$ cat src/rtl/cc_flag_unit.sv
// rtl/cc_flag_unit.sv - condition-code derivation, one-entry pending buffer, commit and jXX/cmovXX evaluation
// Optional carry flag and below/above-or-equal conditions enabled by CC_CARRY_EN.
module cc_flag_unit #(
    parameter int WIDTH = 64
) (
    input  logic             clk,
    input  logic             rst_n,
    input  logic             alu_valid,
    output logic             alu_ready,
    input  logic [WIDTH-1:0] alu_a,
    input  logic [WIDTH-1:0] alu_b,
    input  logic [WIDTH-1:0] alu_out,
    input  logic [3:0]       alu_fun,
    input  logic             set_cc,
    input  logic             stall,
    input  logic             cond_valid,
    input  logic [3:0]       cond_fun,
    output logic             cond_out,
    output logic             cond_out_valid,
    output logic             cond_err,
`ifdef CC_CARRY_EN
    output logic [3:0]       cc,
`else
    output logic [2:0]       cc,
`endif
    output logic             busy
);

`ifdef CC_CARRY_EN
    localparam int FW = 4;
`else
    localparam int FW = 3;
`endif
    // Flag vector layout: [0]=ZF [1]=SF [2]=OF [3]=CF
    localparam logic [FW-1:0] CC_RESET = FW'(1);

    logic [FW-1:0] pend_flags;
    logic [FW-1:0] new_flags;
    logic [FW-1:0] eval_flags;
    logic          pend_valid;
    logic          accept;
    logic          cond_hit;
    logic          cond_bad;
    logic          sa;
    logic          sb;
    logic          so;
    logic          lt;

    assign sa = alu_a[WIDTH-1];
    assign sb = alu_b[WIDTH-1];
    assign so = alu_out[WIDTH-1];

`ifdef CC_CARRY_EN
    logic [WIDTH:0] sum_wide;
    assign sum_wide = {1'b0, alu_b} + {1'b0, alu_a};
`else
    logic unused_bits;
    assign unused_bits = ^{alu_a[WIDTH-2:0], alu_b[WIDTH-2:0]};
`endif

    assign alu_ready = !stall;
    assign accept    = alu_valid && alu_ready && set_cc && (alu_fun <= 4'd3);
    assign busy      = pend_valid;

    always_comb begin
        new_flags    = '0;
        new_flags[0] = (alu_out == '0);
        new_flags[1] = so;
        case (alu_fun)
            4'd0:    new_flags[2] = (sa == sb) && (so != sb);
            4'd1:    new_flags[2] = (sa != sb) && (so != sb);
            default: ;
        endcase
`ifdef CC_CARRY_EN
        if (alu_fun == 4'd0)
            new_flags[3] = sum_wide[WIDTH];
        else if (alu_fun == 4'd1)
            new_flags[3] = (alu_b < alu_a);
`endif
    end

    // Conditions see an uncommitted update; a same-edge accept is not forwarded.
    assign eval_flags = pend_valid ? pend_flags : cc;
    assign lt         = eval_flags[1] ^ eval_flags[2];

    always_comb begin
        cond_hit = 1'b0;
        cond_bad = 1'b0;
        case (cond_fun)
            4'd0: cond_hit = 1'b1;
            4'd1: cond_hit = lt || eval_flags[0];
            4'd2: cond_hit = lt;
            4'd3: cond_hit = eval_flags[0];
            4'd4: cond_hit = !eval_flags[0];
            4'd5: cond_hit = !lt;
            4'd6: cond_hit = !lt && !eval_flags[0];
`ifdef CC_CARRY_EN
            4'd7: cond_hit = eval_flags[3];
            4'd8: cond_hit = !eval_flags[3];
`endif
            default: cond_bad = 1'b1;
        endcase
    end

    always_ff @(posedge clk or negedge rst_n) begin
        if (!rst_n) begin
            cc         <= CC_RESET;
            pend_valid <= 1'b0;
            pend_flags <= '0;
        end else if (!stall) begin
            if (pend_valid)
                cc <= pend_flags;
            pend_valid <= accept;
            if (accept)
                pend_flags <= new_flags;
        end
    end

    always_ff @(posedge clk or negedge rst_n) begin
        if (!rst_n) begin
            cond_out       <= 1'b0;
            cond_err       <= 1'b0;
            cond_out_valid <= 1'b0;
        end else begin
            cond_out_valid <= cond_valid && !stall;
            if (cond_valid && !stall) begin
                cond_out <= cond_hit;
                cond_err <= cond_bad;
            end
        end
    end

endmodule

$ cat config.mk
export PLATFORM = sky130hd
export DESIGN_NAME = cc_flag_unit
export DESIGN_NICKNAME = d
export VERILOG_FILES = /design/src/rtl/cc_flag_unit.sv
export SDC_FILE = /design/constraint.sdc
export NUM_CORES = 1
export LEC_CHECK = 0
export ABC_CLOCK_PERIOD_IN_PS = 3010
export CAP_MARGIN = 20
export CORE_AREA = 2 2 83 85
export DETAILED_ROUTE_END_ITERATION = 10
export DIE_AREA = 0 0 85 87
export PLACE_DENSITY = 0.66
export SETUP_SLACK_MARGIN = 0.02
export SLEW_MARGIN = 10
export SYNTH_ARGS = -nofsm -noshare
export SYNTH_HDL_FRONTEND = slang
export SYNTH_SLANG_ARGS = --single-unit
$ cat constraint.sdc
create_clock -name clk -period 3.01 [get_ports clk]
set_input_delay 0.7525 -clock clk [delete_from_list [all_inputs] [get_ports clk]]
set_output_delay 0.7525 -clock clk [all_outputs]
set_load 0.01 [all_outputs]
==> flow_metrics.tcl <==
set metrics [dict create \
    status "finished clean" \
    yosys-top-cells-area "dfrtp_1 32%, nor4_1 16%, mux2_2 11%" \
    synth_compound_gate_area_share 0.0445 \
    hold_class "register to register" \
    drc 0 \
    synth_top_family_by_area "simple AND/OR/NAND/NOR gates" \
    power_mw 0.534 \
    cts_tree "done" \
    grt_pass1_vias 1017 \
    layout-area-overhead-vs-synth_pct 144 \
    gp_congestion 0.716 \
    synth-xor-area-share 0.0374 \
    power_density_nw_per_um2 312 \
    rows 30 \
    worstPathRequired_ns 2.26 \
    worstPathArrival_ns 1.90 \
    grt_max_degree 11 \
    crit_chain "clkdlybuf4s50_1, inv_1, clkdlybuf4s50_1" \
    antennaDiodeCount 0 \
    synthMuxAreaShare 0.169 \
    wl_per_cell_um 14.1 \
    hold_buffers 0 \
    slew-limit-headroom 0.662 \
    yosys.area.top_type "dfrtp_1" \
    tightestPinTransition_ns 0.503 \
    period_minus_slack_ns 2.66 \
    synth-adder-area-share 0 \
    cp_top_family "buffers and inverters" \
    dieArea_um2 7400 \
    cts_resized 0 \
    syn_area_um2 703 \
    path_common_cell "clkdlybuf4s50_1" \
    cp_max_fo 4 \
    startpoint_type "input port" \
    cts_setup_buffers 0 \
    finClkSkew_ns 0.00203 \
    yosys.cell_types.count 24 \
    first_iter_violations 22 \
    die_width_um 85 \
    port_buffers 87 \
    slowest_delay_ns 0.55 \
    hold_violations 0 \
    numCtsBuffers 3 \
    fmax_mhz 376 \
    io_pins 214 \
    insertion_delay_ns 0.24 \
    syn-instance-count 74 \
    worst_path_max_delay_cell "clkdlybuf4s50_1" \
    vias_per_cell 4.13 \
    grt_pass1_wl_mm 5.04 \
    crit_buf_inv 3 \
    synth-seq-area-share 0.358 \
    syn_avg_cell_area_um2 9.50 \
    ir_worst_vdd_v 0.000132 \
    place.detailed.hpwl_mm 3.09 \
    drtAntennaViolNets 0 \
    cts.path.max_buffers 2 \
    drive_gt1_frac 0.0859 \
    drtPass1Iterations 4 \
    yosysWarnings 0 \
    period_share 0.883 \
    maxCapViolations 0 \
    fin_setup_tns_ns 0 \
    grtUsageTotal 0.0926 \
    worstSetupPathType "input port to output pin" \
    clock-sinks 10 \
    num_vias 1004 \
    nets 370 \
    start_util 0.107 \
    fp.dieH_um 87 \
    finalSetupViolations 0 \
    cts-root-buf "clkbuf_8" \
    core_area_um2 6570 \
    synth-simple-area-share 0.358 \
    rsz0062_at_grt "no" \
    fill_cells 696 \
    drt-total-wl_mm 3.43 \
    htree_levels 1 \
    overflow 0 \
    clk_pin_slew_ns 0.05 \
    leakage_nw 0.622 \
    slew_viol_final 0 \
    netlist.area_leader.share 0.320 \
    synth_fp_nets 280 \
    ys_ff_latch 10 \
    hold_ws_ns 0.489 \
    antenna_found_initial 0 \
    end_kind "output pin" \
]
## sequential cells by signal, indices dropped and copies added (netlist names)
signal / count
cond_out: 1
busy: 1
pend_flags: 3
cond_err: 1
cond_out_valid: 1
cc: 3
## worst paths after layout
kind	startpoint	end	slack (ns)	cells after the start
setup / recovery	stall	alu_ready	0.35	3
hold / removal	cond_err	cond_err	0.49	2
setup reg to reg	cc[2]	cond_out	1.43	4
hold reg to reg	cond_err	cond_err	0.49	2
max in group asynchronous	rst_n	cc[0]	1.85	1
min in group asynchronous	rst_n	busy	0.83	1
## through the flow
stage / instance area (um^2) / utilization / worst slack [ns] / instances
2_1_floorplan: 703 / - / 1.28 / 74
3_3_place_gp: 1660 / 0.252 / 0.359 / 239
3_5_place_dp: 1660 / 0.252 / 0.331 / 239
4_1_cts: 1710 / 0.261 / 0.334 / 243
5_1_grt: 1710 / 0.261 / 0.310 / 243
6_report: 1710 / 0.261 / 0.353 / 243
## placed cells by master, fill, tap and decap left out, types with 2 or more instances in the layout
master           Yosys  routed
xnor2_1              3       3
clkdlybuf4s50_1      0      87
clkbuf_8             0       4
nand4_1              4       4
nor2_1               2       2
nand2_1              7       7
nor3b_1              3       3
inv_1                2       2
mux2i_1              4       4
nor4_1              18      18
o21ai_0              2       2
dfrtp_1              9       9
mux2_2               7       7
## power breakdown
part	internal, mW	switching, mW
logic	0.142	0.0612
clock network	0.115	0.0526
registers	0.150	0.0129
## worst reg2reg max path: cells and delay by family (launching register included)
kind | cells | cell delay [ns]
DFF | 1 | 0.40
muxes | 1 | 0.37
and+or+nand+nor | 1 | 0.29
xor gates and xnor gates | 1 | 0.26
AOI/OAI and AO/OA | 1 | 0.13
## area by class of cell
cell class                      count  area [um^2]  area share
Multi-Input combinational cell     60          428       0.250
Clock buffer                        4         55.1      0.0321
Tap cell                           80          100      0.0584
Inverter                            2         7.51     0.00438
Timing Repair Buffer               87          871       0.508
Sequential cell                    10          251       0.147
## routing by layer
metal,track usage,share of wire,vias up
met5,0,0,-
met4,0.0260,0.0096,0
met3,0.0322,0.13,3
met2,0.148,0.42,80
met1,0.118,0.44,450
li1,-,-,471
## cell families (layout without fill, tap and decap cells)
logic type / after synthesis / in the layout
buf+inv: 4 / 93
mux: 11 / 11
simple gates: 41 / 41
flops: 10 / 10
compound gates: 5 / 5
xor+xnor: 3 / 3
## Yosys cell counts
cell type,n
nand2_1,7
buf_6,1
a31oi_1,1
dfstp_2,1
a21o_1,1
clkbuf_2,1
dfrtp_1,9
nor2_1,2
nor4b_1,1
mux2i_1,4
o21ai_0,2
or3b_2,1
mux2_2,7
nor4_1,18
nor4_2,1
inv_1,2
nor3_1,1
or3_1,1
and4b_1,1
nor2b_1,1
nand4_1,4
nor3b_1,3
o31ai_1,1
xnor2_1,3
Note: power is estimated with default switching activity, not from simulation.
